File: config.mk
export PLATFORM = sky130hd
export DESIGN_NAME = register_file_onehot_flat
export DESIGN_NICKNAME = d
export VERILOG_FILES = /design/src/rtl/register_file_onehot_if.sv /design/src/rtl/register_file_onehot.sv /design/src/flat_wrapper.sv
export SDC_FILE = /design/constraint.sdc
export NUM_CORES = 2
export LEC_CHECK = 0
export CORE_UTILIZATION = 60
export CTS_CLUSTER_DIAMETER = 50
export DETAILED_ROUTE_END_ITERATION = 6
export PLACE_DENSITY = 0.88
export SLEW_MARGIN = 20
export SYNTH_ARGS = -nofsm -noshare
export SYNTH_HDL_FRONTEND = slang
export SYNTH_SLANG_ARGS = --single-unit
export TNS_END_PERCENT = 20
File: constraint.sdc
create_clock -name clk -period 47.4 [get_ports clk]
set_clock_uncertainty 0.15 [all_clocks]
set_input_delay 11.85 -clock clk [delete_from_list [all_inputs] [get_ports clk]]
set_output_delay 11.85 -clock clk [all_outputs]
set_load 0.02 [all_outputs]
File: src/rtl/register_file_onehot_if.sv
// Purpose : bundles the write-select/data, read address/data, debug and status
//           signals of the one-hot register file into a single port.
// Latency : n/a (wiring only); backpressure: none, every signal is level-based.
// Modports: master = pipeline/bench side (drives selects/addresses, sees data),
//           slave  = register file side.
interface register_file_onehot_if #(
  parameter int DATA_W = 32
);
  logic [31:0]       Register_num;   // one-hot write-select, bit i -> xi
  logic [DATA_W-1:0] WriteData;      // WB-stage write data
  logic [4:0]        ReadRegister1;  // rs1 address
  logic [4:0]        ReadRegister2;  // rs2 address
  logic [DATA_W-1:0] ReadData1;      // rs1 value
  logic [DATA_W-1:0] ReadData2;      // rs2 value
  logic [4:0]        DbgRegister;    // debug read address
  logic [DATA_W-1:0] DbgData;        // debug read value
  logic              onehot_err;     // sticky malformed-select flag
  logic [15:0]       wr_count;       // saturating committed-write counter

  modport master (
    output Register_num, WriteData, ReadRegister1, ReadRegister2, DbgRegister,
    input  ReadData1, ReadData2, DbgData, onehot_err, wr_count
  );

  modport slave (
    input  Register_num, WriteData, ReadRegister1, ReadRegister2, DbgRegister,
    output ReadData1, ReadData2, DbgData, onehot_err, wr_count
  );
endinterface

File: src/rtl/register_file_onehot.sv
// Purpose : 32x32 RISC-V integer register file written through a one-hot select,
//           with two ID read ports, a debug read port, a sticky malformed-select
//           flag and a saturating committed-write counter.
// Latency : writes commit on the rising edge (visible after it); reads are
//           combinational. Backpressure: none, a write is accepted every cycle.
// Ports   : clk, rst (async, active-high); rf (register_file_onehot_if.slave)
//           carrying Register_num/WriteData, ReadRegister1/2 -> ReadData1/2,
//           DbgRegister -> DbgData, onehot_err, wr_count.
// Option  : define REGFILE_BYPASS_EN for same-cycle write-through on all read
//           ports; undefined, reads return stored values only.
module register_file_onehot #(
  parameter int DATA_W   = 32,
  parameter int NUM_REGS = 32
) (
  input logic                  clk,
  input logic                  rst,
  register_file_onehot_if.slave rf
);

  localparam int IDX_W = $clog2(NUM_REGS);

  logic [DATA_W-1:0] regs [NUM_REGS];
  logic [IDX_W-1:0]  wr_idx;
  logic              sel_any;
  logic              sel_single;
  logic              sel_multi;
  logic              wr_valid;

  // OR-encoder: each index bit is the OR of all select bits whose position has
  // that bit set. Only meaningful when exactly one select bit is high.
  always_comb begin
    wr_idx = '0;
    for (int i = 0; i < NUM_REGS; i++) begin
      if (rf.Register_num[i]) wr_idx = wr_idx | IDX_W'(i);
    end
  end

  // A power of two has no bits in common with itself minus one.
  assign sel_any    = (rf.Register_num != '0);
  assign sel_single = sel_any && ((rf.Register_num & (rf.Register_num - 32'd1)) == '0);
  assign sel_multi  = sel_any && !sel_single;
  // A lone bit 0 is a well-formed select that simply targets the zero register.
  assign wr_valid   = sel_single && (wr_idx != '0);

  always_ff @(posedge clk or posedge rst) begin
    if (rst) begin
      for (int i = 0; i < NUM_REGS; i++) regs[i] <= '0;
    end else if (wr_valid) begin
      regs[wr_idx] <= rf.WriteData;
    end
  end

  always_ff @(posedge clk or posedge rst) begin
    if (rst) begin
      rf.onehot_err <= 1'b0;
      rf.wr_count   <= '0;
    end else begin
      if (sel_multi) rf.onehot_err <= 1'b1;
      if (wr_valid && rf.wr_count != 16'hFFFF) rf.wr_count <= rf.wr_count + 16'd1;
    end
  end

  function automatic logic [DATA_W-1:0] read_port(input logic [IDX_W-1:0] addr);
    logic [DATA_W-1:0] val;
    val = regs[addr];
`ifdef REGFILE_BYPASS_EN
    if (wr_valid && addr == wr_idx) val = rf.WriteData;
`endif
    if (addr == '0) val = '0;
    return val;
  endfunction

  assign rf.ReadData1 = read_port(rf.ReadRegister1);
  assign rf.ReadData2 = read_port(rf.ReadRegister2);
  assign rf.DbgData   = read_port(rf.DbgRegister);

endmodule

File: src/flat_wrapper.sv
// flat-port wrapper written by rule: the top's interface ports become plain ports
module register_file_onehot_flat 
#(
  parameter int DATA_W   = 32,
  parameter int NUM_REGS = 32
)
  (clk, rst, rf_Register_num, rf_WriteData, rf_ReadRegister1, rf_ReadRegister2, rf_DbgRegister, rf_ReadData1, rf_ReadData2, rf_DbgData, rf_onehot_err, rf_wr_count);
  register_file_onehot_if #(.DATA_W(DATA_W)) rf_i ();
  input logic clk;
  input logic rst;
  input wire logic [$bits(rf_i.Register_num)-1:0] rf_Register_num;
  input wire logic [$bits(rf_i.WriteData)-1:0] rf_WriteData;
  input wire logic [$bits(rf_i.ReadRegister1)-1:0] rf_ReadRegister1;
  input wire logic [$bits(rf_i.ReadRegister2)-1:0] rf_ReadRegister2;
  input wire logic [$bits(rf_i.DbgRegister)-1:0] rf_DbgRegister;
  output wire logic [$bits(rf_i.ReadData1)-1:0] rf_ReadData1;
  output wire logic [$bits(rf_i.ReadData2)-1:0] rf_ReadData2;
  output wire logic [$bits(rf_i.DbgData)-1:0] rf_DbgData;
  output wire logic [$bits(rf_i.onehot_err)-1:0] rf_onehot_err;
  output wire logic [$bits(rf_i.wr_count)-1:0] rf_wr_count;
  assign rf_i.Register_num = rf_Register_num;
  assign rf_i.WriteData = rf_WriteData;
  assign rf_i.ReadRegister1 = rf_ReadRegister1;
  assign rf_i.ReadRegister2 = rf_ReadRegister2;
  assign rf_i.DbgRegister = rf_DbgRegister;
  assign rf_ReadData1 = rf_i.ReadData1;
  assign rf_ReadData2 = rf_i.ReadData2;
  assign rf_DbgData = rf_i.DbgData;
  assign rf_onehot_err = rf_i.onehot_err;
  assign rf_wr_count = rf_i.wr_count;
  register_file_onehot #(.DATA_W(DATA_W), .NUM_REGS(NUM_REGS)) u_core (.clk(clk), .rst(rst), .rf(rf_i));
endmodule
# After elaboration in Yosys (flattened, before gate mapping)
# Cells that the tools add are included.
[totals]
ff_bits = 1041
input_bits = 81
elab_cells = 105
[op_classes]
addsub = 2
n_lt_le_gt_ge = 5
n_eq_ne = 1
n_mux = 46
bitwise = 5
n_reduce_logical = 12
[ops]
columns = ["cell", "count"]
rows = [
  ["bitwise mux 1024 bit", 1],
  ["binary-select mux 32 bit (select 5 bit)", 3],
  ["two-way mux 32 bit", 10],
  ["demux 32 bit (select 5 bit)", 1],
  ["two-way mux 5 bit", 16],
  ["AND 32 bit", 1],
  ["logical NOT 32 bit", 1],
  ["two-way mux 4 bit", 8],
  ["nonzero test 32 bit", 1],
  ["subtractor 32 x 1 -> 32 bit (second input constant)", 1],
  [">= comparator 6 bit (second input constant)", 4],
  ["inverter 5 -> 6 bit", 4],
  ["adder 16 x 1 -> 16 bit (second input constant)", 1],
  ["!= test 16 bit (second input constant)", 1],
  ["logical NOT 5 bit", 3],
  ["two-way mux 3 bit", 4],
  ["< comparator 6 x 1 -> 1 bit (second input constant)", 1],
  ["logical AND 1 bit", 5],
  ["nonzero test 5 bit", 1],
  ["two-way mux 2 bit", 2],
  ["logical NOT 1 bit", 1],
  ["two-way mux 1 bit", 1],
]

# Depth between registers and ports, before layout
[logic_depth]
depth_word = 37
ltp_mapped = 11

# Least setup slack after synthesis
# OpenSTA, ideal clock, no wires.
[synth_path]
path_kind = "input to output"
start = "in rf_DbgRegister[1]"
end = "out rf_DbgData[10]"
arrival_time_ps = 14212
required_time_ps = 35400
path_slack_ps = 21188
stages = 8
n_path_buf = 4
cell_sequence = "clkbuf_1 clkbuf_1 clkbuf_1 clkbuf_1 mux4_2 mux4_2 mux2i_1 nor2_1"
[synth_between]
elab_chain_len = 5
[synth_rtl]
columns = ["element", "line", "text"]
rows = [
  ["from (decl)", "flat_wrapper.sv:15", "input wire logic [$bits(rf_i.DbgRegister)-1:0] rf_DbgRegister;"],
  ["inverter 5 -> 6 bit (not written as such)", "register_file_onehot.sv:65", "val = regs[addr];"],
  ["binary-select mux 32 bit (select 5 bit)", "register_file_onehot.sv:65", ""],
  ["two-way mux 32 bit (not written as such) (2 in series)", "register_file_onehot.sv:65", ""],
  ["two-way mux 32 bit *", "register_file_onehot.sv:69", "if (addr == '0) val = '0;"],
  ["to (decl)", "flat_wrapper.sv:18", "output wire logic [$bits(rf_i.DbgData)-1:0] rf_DbgData;"],
]
# Every way passes the cells marked *; elsewhere a longest branch is shown, timed or not. The select of a mux whose other input is x is not followed.

# Worst setup path after layout
[layout_path]
start = "in rf_ReadRegister2[0]"
end = "out rf_ReadData2[27]"
[layout_between]
elab_chain_len = 5
[layout_rtl]
columns = ["element", "line", "text"]
rows = [
  ["from (decl)", "flat_wrapper.sv:14", "input wire logic [$bits(rf_i.ReadRegister2)-1:0] rf_ReadRegister2;"],
  ["inverter 5 -> 6 bit (not written as such)", "register_file_onehot.sv:65", ""],
  ["binary-select mux 32 bit (select 5 bit)", "register_file_onehot.sv:65", ""],
  ["two-way mux 32 bit (not written as such) (2 in series)", "register_file_onehot.sv:65", ""],
  ["two-way mux 32 bit *", "register_file_onehot.sv:69", ""],
  ["to (decl)", "flat_wrapper.sv:17", "output wire logic [$bits(rf_i.ReadData2)-1:0] rf_ReadData2;"],
]
# Marks and branches as above.

==> key figures <==
Run status
  – Status: complete, no violations

Synth
  – Unique masters post-synth: 57
  – Syn avg cell area: 16.42 um2
  – Synth Warn #: 0
  – Dominant cells by area after synthesis: dfrtp_1, mux4_2, mux2_2
  – Top cell type's share of synthesized area: 41.04%
  – Synthesized area: 63470 um2
  – Top-count cell post-synth: dfrtp_1
  – Ys flop type: dfrtp_1
  – Register area share after synthesis: 41.04%
  – Syn Nets: 3948
  – Gate Count Post-Synth: 3866
  – Async S/R FF share, synth: 100.0%
  – EDFF count, synth: 0
  – List of most frequent post-synthesis cells: dfrtp_1, mux4_2, mux2_2, mux2_1, clkbuf_1
  – Yosys top cell by area: dfrtp_1
  – FF+latch count, synth: 1041

CTS
  – Clock transition at path regs: 0.06 ns
  – Cts repair resizes: 0
  – CTS Buf Count: 120
  – Clk root buf: clkbuf_16
  – Sink Count: 1041
  – H-Tree Depth: 3
  – Clock buffer depth: 3
  – TritonCTS clock tree: built
  – Clk_lat worst skew: 0.72 ns
  – Postcts setup bufs: 0
  – Count of hold-fix buffers inserted at cts: 0

Final layout
  – Layout cells sized above 1: 50.66%
  – Area grow syn2layout: 10.80%
  – FILL cells: 6652
  – Final #Nets: 3858

Global route
  – Vias in the first global route: 42880
  – Initial antenna violation count: 7
  – Largest net degree at the start of global routing: 177
  – First-pass GRT wire length: 283700 um
  – Total GRT Usage: 36.29%
  – Total grt overflow: 0

Timing
  – Post-route setup TNS: 0 ns
  – Worst-Margin Slew: 1.253 ns
  – Slew margin rel.: 16.48%
  – Tmin final: 28.45 ns
  – Max Clock Freq: 35.15 MHz
  – Max Slew Vio Count: 0
  – Tcrit/Tclk final: 60.02%
  – Final setup fails: 0
  – RSZ-0062 raised after global routing: false
  – Final Hold Violating Endpoints: 0

Worst setup path
  – CP endpoint kind: output pin
  – Slowest CP cell: buf_4
  – CP Class: in -> out
  – Critical Path, Cell by Cell: buf_8, buf_4, buf_4, mux4_2, mux4_2, mux2i_1, nor2_1, clkdlybuf4s50_1
  – Critical path arrival: 16.45 ns
  – Crit-path max cell delay: 0.83 ns
  – Max FO, Critical Path: 81
  – Req. time, crit path: 35.40 ns
  – Critical path launch point type: input pin

Detailed routing
  – Routed wire length: 188200 um
  – DR WL/cell: 35.76 um
  – Via-to-Cell Ratio: 7.768
  – # DRC: 0
  – First-pass iteration count of the detailed router: 6
  – DR iter-0 viols: 5283
  – ANT nets after route: 0
  – Vias: 40890

Run
  – Max-cap violations: 0

Placement
  – Routability cong.: 0.8473
  – I/O Buffers: 193
  – Post-DP HPWL: 98250 um

Floorplanning
  – # rows: 118
  – Chip height: 327.2 um
  – Die area: 107100 um2
  – Die Span X: 327.2 um
  – Initial core utilization: 60.89%
  – I/O Pins: 194
  – Core Region: 104200 um2

Power and ir drop
  – Peak VDD IR: 0.00002690 V
  – Leak pwr: 31.18 nW
  – Total power: 2.028 mW
  – PwrDens: 28.84 nW/um2

Min path
  – Worst Hold Class: reg -> reg
-- worst paths after layout --
path / start / end / slack, ns / depth (start not counted)
max: rf_ReadRegister2[0] / rf_ReadData2[27] / 18.95 / 8
min: u_core.regs[1023]$_DFFE_PP0P_ / u_core.regs[1023]$_DFFE_PP0P_ / 0.27 / 0
max reg2reg: u_core.rf.wr_count[0]$_DFFE_PP0P_ / u_core.rf.wr_count[10]$_DFFE_PP0P_ / 44.83 / 9
min reg2reg: u_core.regs[1023]$_DFFE_PP0P_ / u_core.regs[1023]$_DFFE_PP0P_ / 0.27 / 0
max in group asynchronous: rst / u_core.regs[110]$_DFFE_PP0P_ / 32.37 / 5
min in group asynchronous: rst / u_core.rf.wr_count[0]$_DFFE_PP0P_ / 11.52 / 2
-- critical path, delay by kind of cell --
kind / cells / cell delay, ns
buf+inv: 4 / 2.87
simple gates: 1 / 0.07
mux: 3 / 1.52
-- registers in the layout, summed over array words and instances, names as in the netlist --
register / count
u_core.regs: 1024
u_core.rf.wr_count: 16
u_core.rf.onehot_err: 1
-- per-layer routing --
metal | share of wire (%) | vias up | wire, um | GRT usage [%]
met5 | 0.027 | - | 50 | 0
met4 | 5.9 | 8 | 11050 | 18.35
met3 | 11 | 676 | 21360 | 9.979
met2 | 47 | 2895 | 89210 | 55.60
met1 | 35 | 21880 | 66570 | 48.31
li1 | - | 15430 | - | -
-- logic make-up (layout without fill, tap and decap cells) --
family                   Yosys count  in the layout  share of synthesized area [%]
buffers and inverters            470            485                          3.042
AO/OA/AOI/OAI                     25             25                         0.2878
AND/OR/NAND/NOR                  264            264                          2.186
XOR/XNOR                          14             14                         0.1932
multiplexers                    2050           2050                          53.21
flip-flops                      1041           1041                          41.04
other                              0              3                              0
adder cells (fa/ha/maj)            2              2                        0.03548
-- where the power goes --
group          internal (mW)  leakage (nW)  switching (mW)
combinational         0.0427          14.5          0.0901
sequential             0.889          14.5   0.00000000139
clock                  0.596          2.10           0.411
total                   1.53          31.2           0.501
-- stage by stage --
step                instance area [um2]  worst slack, ns  instances  utilization [%]  hold slack (ns)
floorplan                         63470            6.102       3866                -           0.3080
global placement                  65960            18.85       5034            63.28           0.2424
detailed placement                65970            18.78       5034            63.29           0.2524
CTS                               70310            18.79       5261            67.45           0.2660
global route                      70320            18.66       5262            67.46           0.2784
finish                            70320            18.95       5264            67.47           0.2658
-- area by class of cell --
type                            instances  area, um2  area share [%]
Antenna cell                            3      7.507         0.01068
Clock buffer                          144       3254           4.628
Clock inverter                         83       1086           1.544
Inverter                                4      22.52         0.03203
Multi-Input combinational cell       2355      35730           50.81
Sequential cell                      1041      26050           37.04
Tap cell                             1380       1727           2.455
Timing Repair Buffer                  254       2447           3.480
-- placed cells by master, fill, tap and decap left out, types with 14 or more instances in the layout --
master           count
nor3_1              16
clkbuf_8            14
clkinv_2            16
mux2i_1             97
dfrtp_1           1041
nor2_1             114
nand2_1             21
nor2_4              15
clkbuf_16          121
mux2_1             328
clkdlybuf4s50_1    177
mux2_2             665
bufinv_16           18
buf_4               60
nand3_1             14
mux4_2             960
Note: power is estimated with default switching activity, not from simulation.
